`src/rtl/des_ctrl_pkg.sv`:
```
// des_ctrl_pkg: shared state encodings and sizing for the DES control unit
package des_ctrl_pkg;
    localparam int NUM_ROUNDS_DEFAULT = 16;
    localparam int ROUND_W = 5;
    typedef enum logic [3:0] {
        S_IDLE         = 4'd0,
        S_INIT_PERM    = 4'd1,
        S_KEY_SCHEDULE = 4'd2,
        S_EXPANSION    = 4'd3,
        S_KEY_MIXING   = 4'd4,
        S_SBOX         = 4'd5,
        S_PBOX         = 4'd6,
        S_FEISTEL      = 4'd7,
        S_FINAL_PERM   = 4'd8,
        S_DONE         = 4'd9,
        S_ERROR        = 4'd10
    } state_t;
endpackage

```
`src/rtl/des_round_counter.sv`:
```
// des_round_counter: round register with clear, load-1, increment and last-round flag
module des_round_counter
    import des_ctrl_pkg::*;
#(
    parameter int NUM_ROUNDS = NUM_ROUNDS_DEFAULT
) (
    input  logic               clk,
    input  logic               rst_n,
    input  logic               clr,
    input  logic               load,
    input  logic               inc,
    output logic [ROUND_W-1:0] count,
    output logic               last
);
    // clear beats load beats increment so an abort always zeroes the round
    always_ff @(posedge clk or negedge rst_n) begin
        if (!rst_n) count <= '0;
        else if (clr) count <= '0;
        else if (load) count <= ROUND_W'(1);
        else if (inc) count <= count + 1'b1;
    end
    assign last = count >= ROUND_W'(NUM_ROUNDS);
endmodule

```
`src/rtl/des_control_unit_improved.sv`:
```
// des_control_unit_improved: sequencing FSM for an iterative DES datapath.
// Optional DES_READY_MONITOR_EN: a ready drop during a round aborts to ERROR.
module des_control_unit_improved
    import des_ctrl_pkg::*;
#(
    parameter int NUM_ROUNDS = NUM_ROUNDS_DEFAULT
) (
    input  logic               clk,
    input  logic               rst_n,
    input  logic               start,
    input  logic               key_ready,
    input  logic               data_ready,
    output logic               done,
    output logic               error,
    output logic [ROUND_W-1:0] round_count,
    output logic               en_ip,
    output logic               en_fp,
    output logic               en_expansion,
    output logic               en_key_mixing,
    output logic               en_sbox,
    output logic               en_pbox,
    output logic               en_feistel,
    output logic               en_key_schedule,
    output logic               sel_input,
    output logic               sel_output,
    output logic [3:0]         state
);
    state_t st;
    logic rdy, abort, last, cnt_clr, cnt_load, cnt_inc;
    assign rdy = key_ready & data_ready;
`ifdef DES_READY_MONITOR_EN
    assign abort = !rdy && (st inside {[S_KEY_SCHEDULE:S_FEISTEL]});
`else
    assign abort = 1'b0;
`endif
    // round register is zero whenever the FSM is headed for, or sitting in, IDLE or ERROR
    assign cnt_clr  = abort || st == S_IDLE || st == S_ERROR || (st == S_DONE && !start) || st > S_ERROR;
    assign cnt_load = st == S_INIT_PERM;
    assign cnt_inc  = st == S_FEISTEL && !last;

    des_round_counter #(.NUM_ROUNDS(NUM_ROUNDS)) u_round (
        .clk   (clk),
        .rst_n (rst_n),
        .clr   (cnt_clr),
        .load  (cnt_load),
        .inc   (cnt_inc),
        .count (round_count),
        .last  (last)
    );

    // state sequencing; illegal codes fall back to IDLE
    always_ff @(posedge clk or negedge rst_n) begin
        if (!rst_n) st <= S_IDLE;
        else begin
            case (st)
                S_IDLE:         st <= !start ? S_IDLE : (rdy ? S_INIT_PERM : S_ERROR);
                S_INIT_PERM:    st <= S_KEY_SCHEDULE;
                S_KEY_SCHEDULE: st <= abort ? S_ERROR : S_EXPANSION;
                S_EXPANSION:    st <= abort ? S_ERROR : S_KEY_MIXING;
                S_KEY_MIXING:   st <= abort ? S_ERROR : S_SBOX;
                S_SBOX:         st <= abort ? S_ERROR : S_PBOX;
                S_PBOX:         st <= abort ? S_ERROR : S_FEISTEL;
                S_FEISTEL:      st <= abort ? S_ERROR : (last ? S_FINAL_PERM : S_KEY_SCHEDULE);
                S_FINAL_PERM:   st <= S_DONE;
                S_DONE:         st <= start ? S_DONE : S_IDLE;
                S_ERROR:        st <= rdy ? S_IDLE : S_ERROR;
                default:        st <= S_IDLE;
            endcase
        end
    end

    assign state           = st;
    assign done            = st == S_DONE;
    assign error           = st == S_ERROR;
    assign en_ip           = st == S_INIT_PERM;
    assign en_fp           = st == S_FINAL_PERM;
    assign en_expansion    = st == S_EXPANSION;
    assign en_key_mixing   = st == S_KEY_MIXING;
    assign en_sbox         = st == S_SBOX;
    assign en_pbox         = st == S_PBOX;
    assign en_feistel      = st == S_FEISTEL;
    assign en_key_schedule = st == S_KEY_SCHEDULE;
    assign sel_input       = st == S_INIT_PERM;
    assign sel_output      = st == S_DONE;
endmodule

```
`config.mk`:
```
export PLATFORM = sky130hd
export DESIGN_NAME = des_control_unit_improved
export DESIGN_NICKNAME = d
export VERILOG_FILES = /design/src/rtl/des_ctrl_pkg.sv /design/src/rtl/des_round_counter.sv /design/src/rtl/des_control_unit_improved.sv
export SDC_FILE = /design/constraint.sdc
export NUM_CORES = 1
export LEC_CHECK = 0
export CAP_MARGIN = 40
export CORE_UTILIZATION = 42
export CTS_CLUSTER_SIZE = 20
export DETAILED_ROUTE_END_ITERATION = 8
export PLACE_DENSITY = 0.78
export SLEW_MARGIN = 20
export SYNTH_ARGS = -nofsm -noshare
export SYNTH_HDL_FRONTEND = slang
export SYNTH_SLANG_ARGS = --single-unit
```
`constraint.sdc`:
```
create_clock -name clk -period 1.5 [get_ports clk]
set_input_delay 0.3 -clock clk [delete_from_list [all_inputs] [get_ports clk]]
set_output_delay 0.3 -clock clk [all_outputs]
set_load 0.005 [all_outputs]
```
==> impl_metrics.env, run 1 <==
export IMPL_die_y_um=41.6
export IMPL_root_buffer="clkbuf_4"
export IMPL_worst_ep_kind="primary output"
export IMPL_status="stopped before the end"
export IMPL_syn_instance_count=75
export IMPL_synth_seq_area_share_pct=34.2
export IMPL_numCtsBuffers=3
export IMPL_worst_endpoint="en_ip"
export IMPL_synth_edf_count=0
export IMPL_start_util_pct=47.7
export IMPL_synth_area_sq_um=659
export IMPL_rows=13
export IMPL_synth_area_leaders="dfrtp_1 (34%), buf_4 (5.7%), nand2b_1 (4.7%), nor3_1 (4.6%), nand4b_4 (3.6%)"
export IMPL_io_buffers=25
export IMPL_dpl_hpwl_um=1310
export IMPL_yosysTopAreaCell="dfrtp_1"
export IMPL_synth_common_cells="dfrtp_1 (9), nor2_1 (6), nor3_1 (6)"
export IMPL_cts_hold_buf=0
export IMPL_error_line="[ERROR DPL-0038] Utilization greater than 100%, impossible to legalize"
export IMPL_ios=26
export IMPL_yosys_warnings=0
export IMPL_synth_cell_types=33
export IMPL_ys_ff_latch=9
export IMPL_cts_sinks=9
export IMPL_synth_top_cell_area_share_pct=34.2
export IMPL_htree_num_levels=1
export IMPL_synthArstFlopShare_pct=100
export IMPL_synthFlopType="dfrtp_1"
export IMPL_die_w_um=41.6
export IMPL_avgSynthCellArea_sq_um=8.79
export IMPL_syn_nets=81
export IMPL_yosysMostFrequentCell="dfrtp_1"
export IMPL_stop_stage="global routing (5_1_grt)"
export IMPL_clockBufferDepth=2
export IMPL_place_gp_congestion=0.856
export IMPL_grt_max_degree=11
-- through the flow --
step,instance area [sq um],cells,utilization (%),setup slack (ps),hold WS (ps)
after floorplan,666,75,-,30.4,4.41
after global placement,997,122,72.1,-176,570
after detailed placement,997,122,72.1,-173,579
after CTS,1280,150,92.3,-84.1,339
-- what timing repair did --
| action | 4_1_cts |
|---|---|
| pin swaps | 6 |
| endpoints found under the hold margin | 0 |
| setup endpoints to repair | 21 |
| setup buffers | 24 |
| gates resized for setup | 78 |
-- cell families after synthesis --
group / synth area share (%)
and+or+nand+nor: 33.2
AOI/OAI and AO/OA: 20.3
buffers and inverters: 9.11
DFF: 34.2
xor gates and xnor gates: 1.33
adders and majority gates: 1.90
==> run 2: changes to the inputs <==
--- a/config.mk
+++ b/config.mk
@@ -6,10 +6,10 @@
 export NUM_CORES = 1
 export LEC_CHECK = 0
 export CAP_MARGIN = 40
-export CORE_UTILIZATION = 42
-export CTS_CLUSTER_SIZE = 20
+export CORE_AREA = 2 2 63 65
 export DETAILED_ROUTE_END_ITERATION = 8
-export PLACE_DENSITY = 0.78
+export DIE_AREA = 0 0 65 67
+export PLACE_DENSITY_LB_ADDON = 0.15
 export SLEW_MARGIN = 20
 export SYNTH_ARGS = -nofsm -noshare
 export SYNTH_HDL_FRONTEND = slang
==> run 2 against run 1 <==
The flow now finishes, with violations (setup timing). Area after synthesis stayed put. Synthesized cell count is the same.
==> impl_metrics.env, run 2 <==
export IMPL_status="complete, but fails checks"
export IMPL_violations="setup timing"
export IMPL_critPathTopFamily="buffers and inverters"
export IMPL_grt_setup_unrepaired="true"
export IMPL_drt_iter0_drc=5
export IMPL_slew_viol_final=0
export IMPL_synth_top_cell_area_share_pct=34.2
export IMPL_place_gp_congestion=0.751
export IMPL_synthXorXnorAreaFrac_pct=1.33
export IMPL_multi_input_area_sq_um=477
export IMPL_synthMuxAreaShare_pct=0
export IMPL_areaGrowthSynthToFinish_pct=117
export IMPL_synth_top_family_by_area="simple AND/OR/NAND/NOR gates"
export IMPL_postRouteAntennaNets=0
export IMPL_fill_cells=351
export IMPL_avgRoutedWirePerCell_um=12.8
export IMPL_dr_pass1_iters=4
export IMPL_antenna_found_initial=0
export IMPL_tns_ps=-428
export IMPL_synth_common_cells="dfrtp_1 (9), nor2_1 (6), nor3_1 (6)"
export IMPL_cts_sinks=9
export IMPL_crit_chain="buf_6, buf_4, nand2b_4, nor3_1, clkdlybuf4s15_2"
export IMPL_rrSetupSlack_ps=-80
export IMPL_r2r_start="state[2]"
export IMPL_clockBufferDepth=2
export IMPL_cts_tree="built"
export IMPL_hp_class="in -> async"
export IMPL_fin_crit_sh_pct=106
export IMPL_p_leak_nw=0.676
export IMPL_drc=0
export IMPL_crit_end="en_key_schedule"
export IMPL_yosysMostFrequentCell="dfrtp_1"
export IMPL_ios=26
export IMPL_synth_seq_area_share_pct=34.2
export IMPL_critPathCaptureType="output port"
export IMPL_cts_hold_buf=0
export IMPL_dp_cells=158
export IMPL_avgSynthCellArea_sq_um=8.79
export IMPL_fin_util_pct=39.7
export IMPL_final_cell_mix="buf_4 (28), buf_6 (16), clkdlybuf4s50_1 (8)"
export IMPL_synth_edf_count=0
export IMPL_synth_compound_area_share_pct=20.3
export IMPL_setup_slack_ps=-84.3
export IMPL_path_clk_slew_ps=40
export IMPL_synth_area_leaders="dfrtp_1 (34%), buf_4 (5.7%), nand2b_1 (4.7%), nor3_1 (4.6%), nand4b_4 (3.6%)"
export IMPL_io_buffers=25
export IMPL_slew_headroom_pct=70.0
export IMPL_worstSkewPairLatency_ps=230
export IMPL_finalNonFillerCells=187
export IMPL_skew_ps=0.487
export IMPL_post_dp_cell_area_sq_um=1060
export IMPL_setup_violations=8
export IMPL_synth_cell_types=33
export IMPL_die_y_um=67
export IMPL_vias=803
export IMPL_regArea_sq_um=231
export IMPL_gr_total_overflow=0
export IMPL_die_w_um=65
export IMPL_regMostFlops="u_round.count"
export IMPL_max_stage_delay_ps=400
export IMPL_crit_type="reg -> out"
export IMPL_drive_above_1_share_pct=61.2
export IMPL_finalHoldViolCount=0
export IMPL_grtUsageTotal_pct=11.1
export IMPL_cpMaxStageDelayCell="dfrtp_2"
export IMPL_grt_max_degree=10
export IMPL_worst_path_max_fanout=3
export IMPL_coreArea_sq_um=3610
export IMPL_grt_pass1_vias=781
export IMPL_powerDensity_nw_per_um2=1810
export IMPL_r2r_end="u_round.count[0]"
export IMPL_synth_adder_area_share_pct=1.90
export IMPL_via_per_inst=4.29
export IMPL_critical_path_required_ps=1200
export IMPL_synth_area_sq_um=659
export IMPL_drv_cap=0
export IMPL_yosys_warnings=0
export IMPL_start_util_pct=18.3
export IMPL_synthArstFlopShare_pct=100
export IMPL_rr_worst_depth=5
export IMPL_max_freq_mhz=631
export IMPL_startpoint_type="flop"
export IMPL_rows=22
export IMPL_antennaDiodeCount=0
export IMPL_period_needed_ps=1580
export IMPL_fin_total_pwr_mw=2.58
export IMPL_holdWs_ps=382
export IMPL_syn_instance_count=75
export IMPL_dpl_hpwl_um=1550
export IMPL_ys_ff_latch=9
export IMPL_mostFrequentLayoutCell="buf_4"
export IMPL_crit_start="state[1]"
export IMPL_cp_num_buf_inv=3
export IMPL_final_nets=146
export IMPL_tightest_slew_ps=448
export IMPL_synthFlopType="dfrtp_1"
export IMPL_root_buffer="clkbuf_8"
export IMPL_syn_nets=81
export IMPL_largest_reg_flops=5
export IMPL_crit_arrival_ps=1280
export IMPL_design_area_sq_um=1430
export IMPL_peakVddDrop_mv=0.613
export IMPL_dieArea_sq_um=4360
export IMPL_cp_num_cells=5
export IMPL_pre_cts_slack_ps=-194
export IMPL_htree_num_levels=1
export IMPL_grt_pass1_wl_um=3670
export IMPL_synth_simple_gate_area_share_pct=33.2
export IMPL_routed_wl_um=2400
export IMPL_yosysTopAreaCell="dfrtp_1"
export IMPL_numCtsBuffers=3
run 2: routing by layer:
metal  part of all wire (%)  up-vias  GRT usage, %
met1                     41      391          13.3
met5                      0        -             0
met3                    2.1        5          2.53
met2                     56        9          19.7
li1                       -      398             -
met4                    1.0        0          3.19
run 2: power breakdown:
| part | internal (mW) | total, mW | switching, mW |
|---|---|---|---|
| sequential | 0.328 | 0.420 | 0.0919 |
| clock | 0.185 | 0.283 | 0.0977 |
| combinational | 1.12 | 1.88 | 0.761 |
| total | 1.63 | 2.58 | 0.951 |
run 2: final cells by class:
type | count | share of cell area (%)
Timing Repair Buffer | 68 | 42.3
Sequential cell | 9 | 16.2
Tap cell | 48 | 4.20
Inverter | 3 | 0.787
Clock buffer | 4 | 3.15
Multi-Input combinational cell | 55 | 33.3
run 2: worst min-delay path by stage:
stage / endpoint / cells after the start
after floorplan: state[0] / 0
after global placement: u_round.count[3] / 2
after detailed placement: u_round.count[3] / 2
after CTS: u_round.count[3] / 1
after global routing: u_round.count[3] / 1
final: u_round.count[1] / 1
run 2: cells by family (layout without fill, tap and decap cells):
family	after synthesis	in the layout
buffers and inverters	11	75
xor gates and xnor gates	1	1
AOI/OAI and AO/OA	19	19
and+or+nand+nor	34	34
DFF	9	9
adders and majority gates	1	1
run 2: worst reg2reg max path, delay by kind of cell, from the launching register on:
kind                   cells  cell delay, ps
buffers and inverters      2             260
AND/OR/NAND/NOR            2             530
AO/OA/AOI/OAI              1             270
flip-flops                 1             430
run 2: what timing repair did:
action | in CTS | in global routing
buffers inserted | 20 | 6
endpoints found under the setup margin | 20 | 23
resized for setup | 72 | 24
pin swaps | 5 | 5
cloned | 0 | 0
No activity file was read; power rests on OpenSTA's default activity.
==> run 3: changes to the inputs <==
--- a/config.mk
+++ b/config.mk
@@ -6,6 +6,8 @@
 export NUM_CORES = 1
 export LEC_CHECK = 0
 export CAP_MARGIN = 40
+export CELL_PAD_IN_SITES_DETAIL_PLACEMENT = 2
+export CELL_PAD_IN_SITES_GLOBAL_PLACEMENT = 2
 export CORE_AREA = 2 2 63 65
 export DETAILED_ROUTE_END_ITERATION = 8
 export DIE_AREA = 0 0 65 67
==> run 3 against run 2 <==
The run still ends with setup timing left. Critical path depth increased by 1. Maximum frequency fell by 4.8%. Combinational power is 24% higher. Clock skew up 13 ps. Final cell count up 2.7%. Sequential power is 6.7% higher. Non-clock buffer count grew 5. Via count increased by 9.8%. First-iteration DRC count grew to 6.2 times the previous value. Clock-buffer cell count unchanged. Largest power group unchanged.
==> impl_metrics.env, run 3 (synthesized netlist as in run 2, its figures left out) <==
export IMPL_status="complete, but fails checks"
export IMPL_violations="setup timing"
export IMPL_powerDensity_nw_per_um2=2010
export IMPL_hp_class="in -> async"
export IMPL_regArea_sq_um=233
export IMPL_finalHoldViolCount=0
export IMPL_routed_wl_um=3540
export IMPL_drv_cap=0
export IMPL_via_per_inst=4.59
export IMPL_vias=882
export IMPL_drive_above_1_share_pct=66.0
export IMPL_final_nets=151
export IMPL_skew_ps=13.8
export IMPL_areaGrowthSynthToFinish_pct=134
export IMPL_fin_crit_sh_pct=111
export IMPL_crit_arrival_ps=1360
export IMPL_drt_iter0_drc=31
export IMPL_start_util_pct=18.3
export IMPL_gr_total_overflow=0
export IMPL_grtUsageTotal_pct=16.3
export IMPL_startpoint_type="flop"
export IMPL_place_gp_congestion=0.746
export IMPL_ios=26
export IMPL_grt_pass1_vias=899
export IMPL_tightest_slew_ps=468
export IMPL_dieArea_sq_um=4360
export IMPL_drc=0
export IMPL_dpl_hpwl_um=1960
export IMPL_grt_pass1_wl_um=5000
export IMPL_rows=22
export IMPL_clockBufferDepth=2
export IMPL_p_int_mw=1.83
export IMPL_switchingPower_mw=1.27
export IMPL_worst_path_max_fanout=6
export IMPL_period_needed_ps=1660
export IMPL_coreArea_sq_um=3610
export IMPL_numCtsBuffers=3
export IMPL_postRouteAntennaNets=0
export IMPL_regMostFlops="u_round.count"
export IMPL_root_buffer="clkbuf_8"
export IMPL_grt_max_degree=10
export IMPL_grt_setup_unrepaired="true"
export IMPL_antennaDiodeCount=0
export IMPL_pre_cts_slack_ps=-279
export IMPL_crit_type="reg -> out"
export IMPL_worstSkewPairLatency_ps=250
export IMPL_largest_reg_flops=5
export IMPL_cts_sinks=9
export IMPL_dr_pass1_iters=4
export IMPL_critical_path_required_ps=1200
export IMPL_max_freq_mhz=601
export IMPL_pwr_share_clk_pct=10.0
export IMPL_p_sw_share_pct=41.0
export IMPL_final_cell_mix="buf_6 (27), buf_4 (22), buf_2 (10)"
export IMPL_slew_viol_final=0
export IMPL_slew_headroom_pct=68.6
export IMPL_antenna_found_initial=0
export IMPL_multi_input_area_sq_um=528
export IMPL_htree_num_levels=1
export IMPL_fill_cells=388
export IMPL_cts_tree="built"
export IMPL_setup_violations=16
export IMPL_p_leak_nw=0.715
export IMPL_critPathCaptureType="output port"
export IMPL_fin_total_pwr_mw=3.10
export IMPL_mostFrequentLayoutCell="buf_6"
export IMPL_rrSetupSlack_ps=-150
export IMPL_peakVddDrop_mv=0.560
export IMPL_avgRoutedWirePerCell_um=18.4
export IMPL_p_comb_share_pct=75.5
export IMPL_die_y_um=67
export IMPL_share_seq_of_total_power_pct=14.5
export IMPL_setup_slack_ps=-164
export IMPL_io_buffers=25
export IMPL_path_clk_slew_ps=60
export IMPL_holdWs_ps=351
export IMPL_die_w_um=65
export IMPL_tns_ps=-1800
export IMPL_fin_util_pct=42.7
export IMPL_cts_hold_buf=0
[run 3: area by class of cell]
cell class                      instances  share of cell area, %
Clock buffer                            4                   2.92
Multi-Input combinational cell         55                   34.3
Sequential cell                         9                   15.1
Timing Repair Buffer                   73                   43.1
Tap cell                               48                   3.90
Inverter                                3                  0.731
[run 3: final timing paths]
| kind | start | end | cells after the start |
|---|---|---|---|
| min in group clk | state[3] | state[2] | 1 |
| min reg2reg | state[3] | state[2] | 1 |
| max in group asynchronous | rst_n | state[2] | 1 |
| min | rst_n | u_round.count[3] | 1 |
| max reg2reg | state[3] | u_round.count[3] | 6 |
| max | state[3] | en_fp | 6 |
[run 3: timing repair]
item | in CTS | in global routing
pin swaps | 11 | 13
buffers inserted | 16 | 17
setup endpoints to repair | 22 | 21
resized for setup | 87 | 37
[run 3: worst max-delay path: stages (launching register included)]
cell,delay [ps]
dfrtp_2,440
buf_6,130
nand2b_4,60
buf_4,130
buf_6,120
nor3_2,100
buf_2,130
[run 3: power by group through the flow]
stage                     Combinational [mW]  Sequential, mW  Clock (mW)
after floorplan                        0.631           0.407           0
after global placement                  1.29           0.435           0
after detailed placement                1.31           0.443           0
after CTS                               1.74           0.439       0.302
after global routing                    2.51           0.463       0.334
final                                   2.34           0.448       0.311
[run 3: through the flow]
step | instances | cell area (sq um)
global route | 192 | 1540
detailed placement | 158 | 1060
finish | 192 | 1540
global placement | 158 | 1060
floorplan | 75 | 666
CTS | 178 | 1330
[run 3: per-layer routing]
| metal | track usage (%) | wire length, um | vias to the layer above |
|---|---|---|---|
| met5 | 0 | 0 | - |
| met4 | 7.45 | 59 | 0 |
| met3 | 2.20 | 71 | 5 |
| met2 | 31.2 | 1910 | 16 |
| met1 | 17.6 | 1500 | 453 |
| li1 | - | - | 408 |
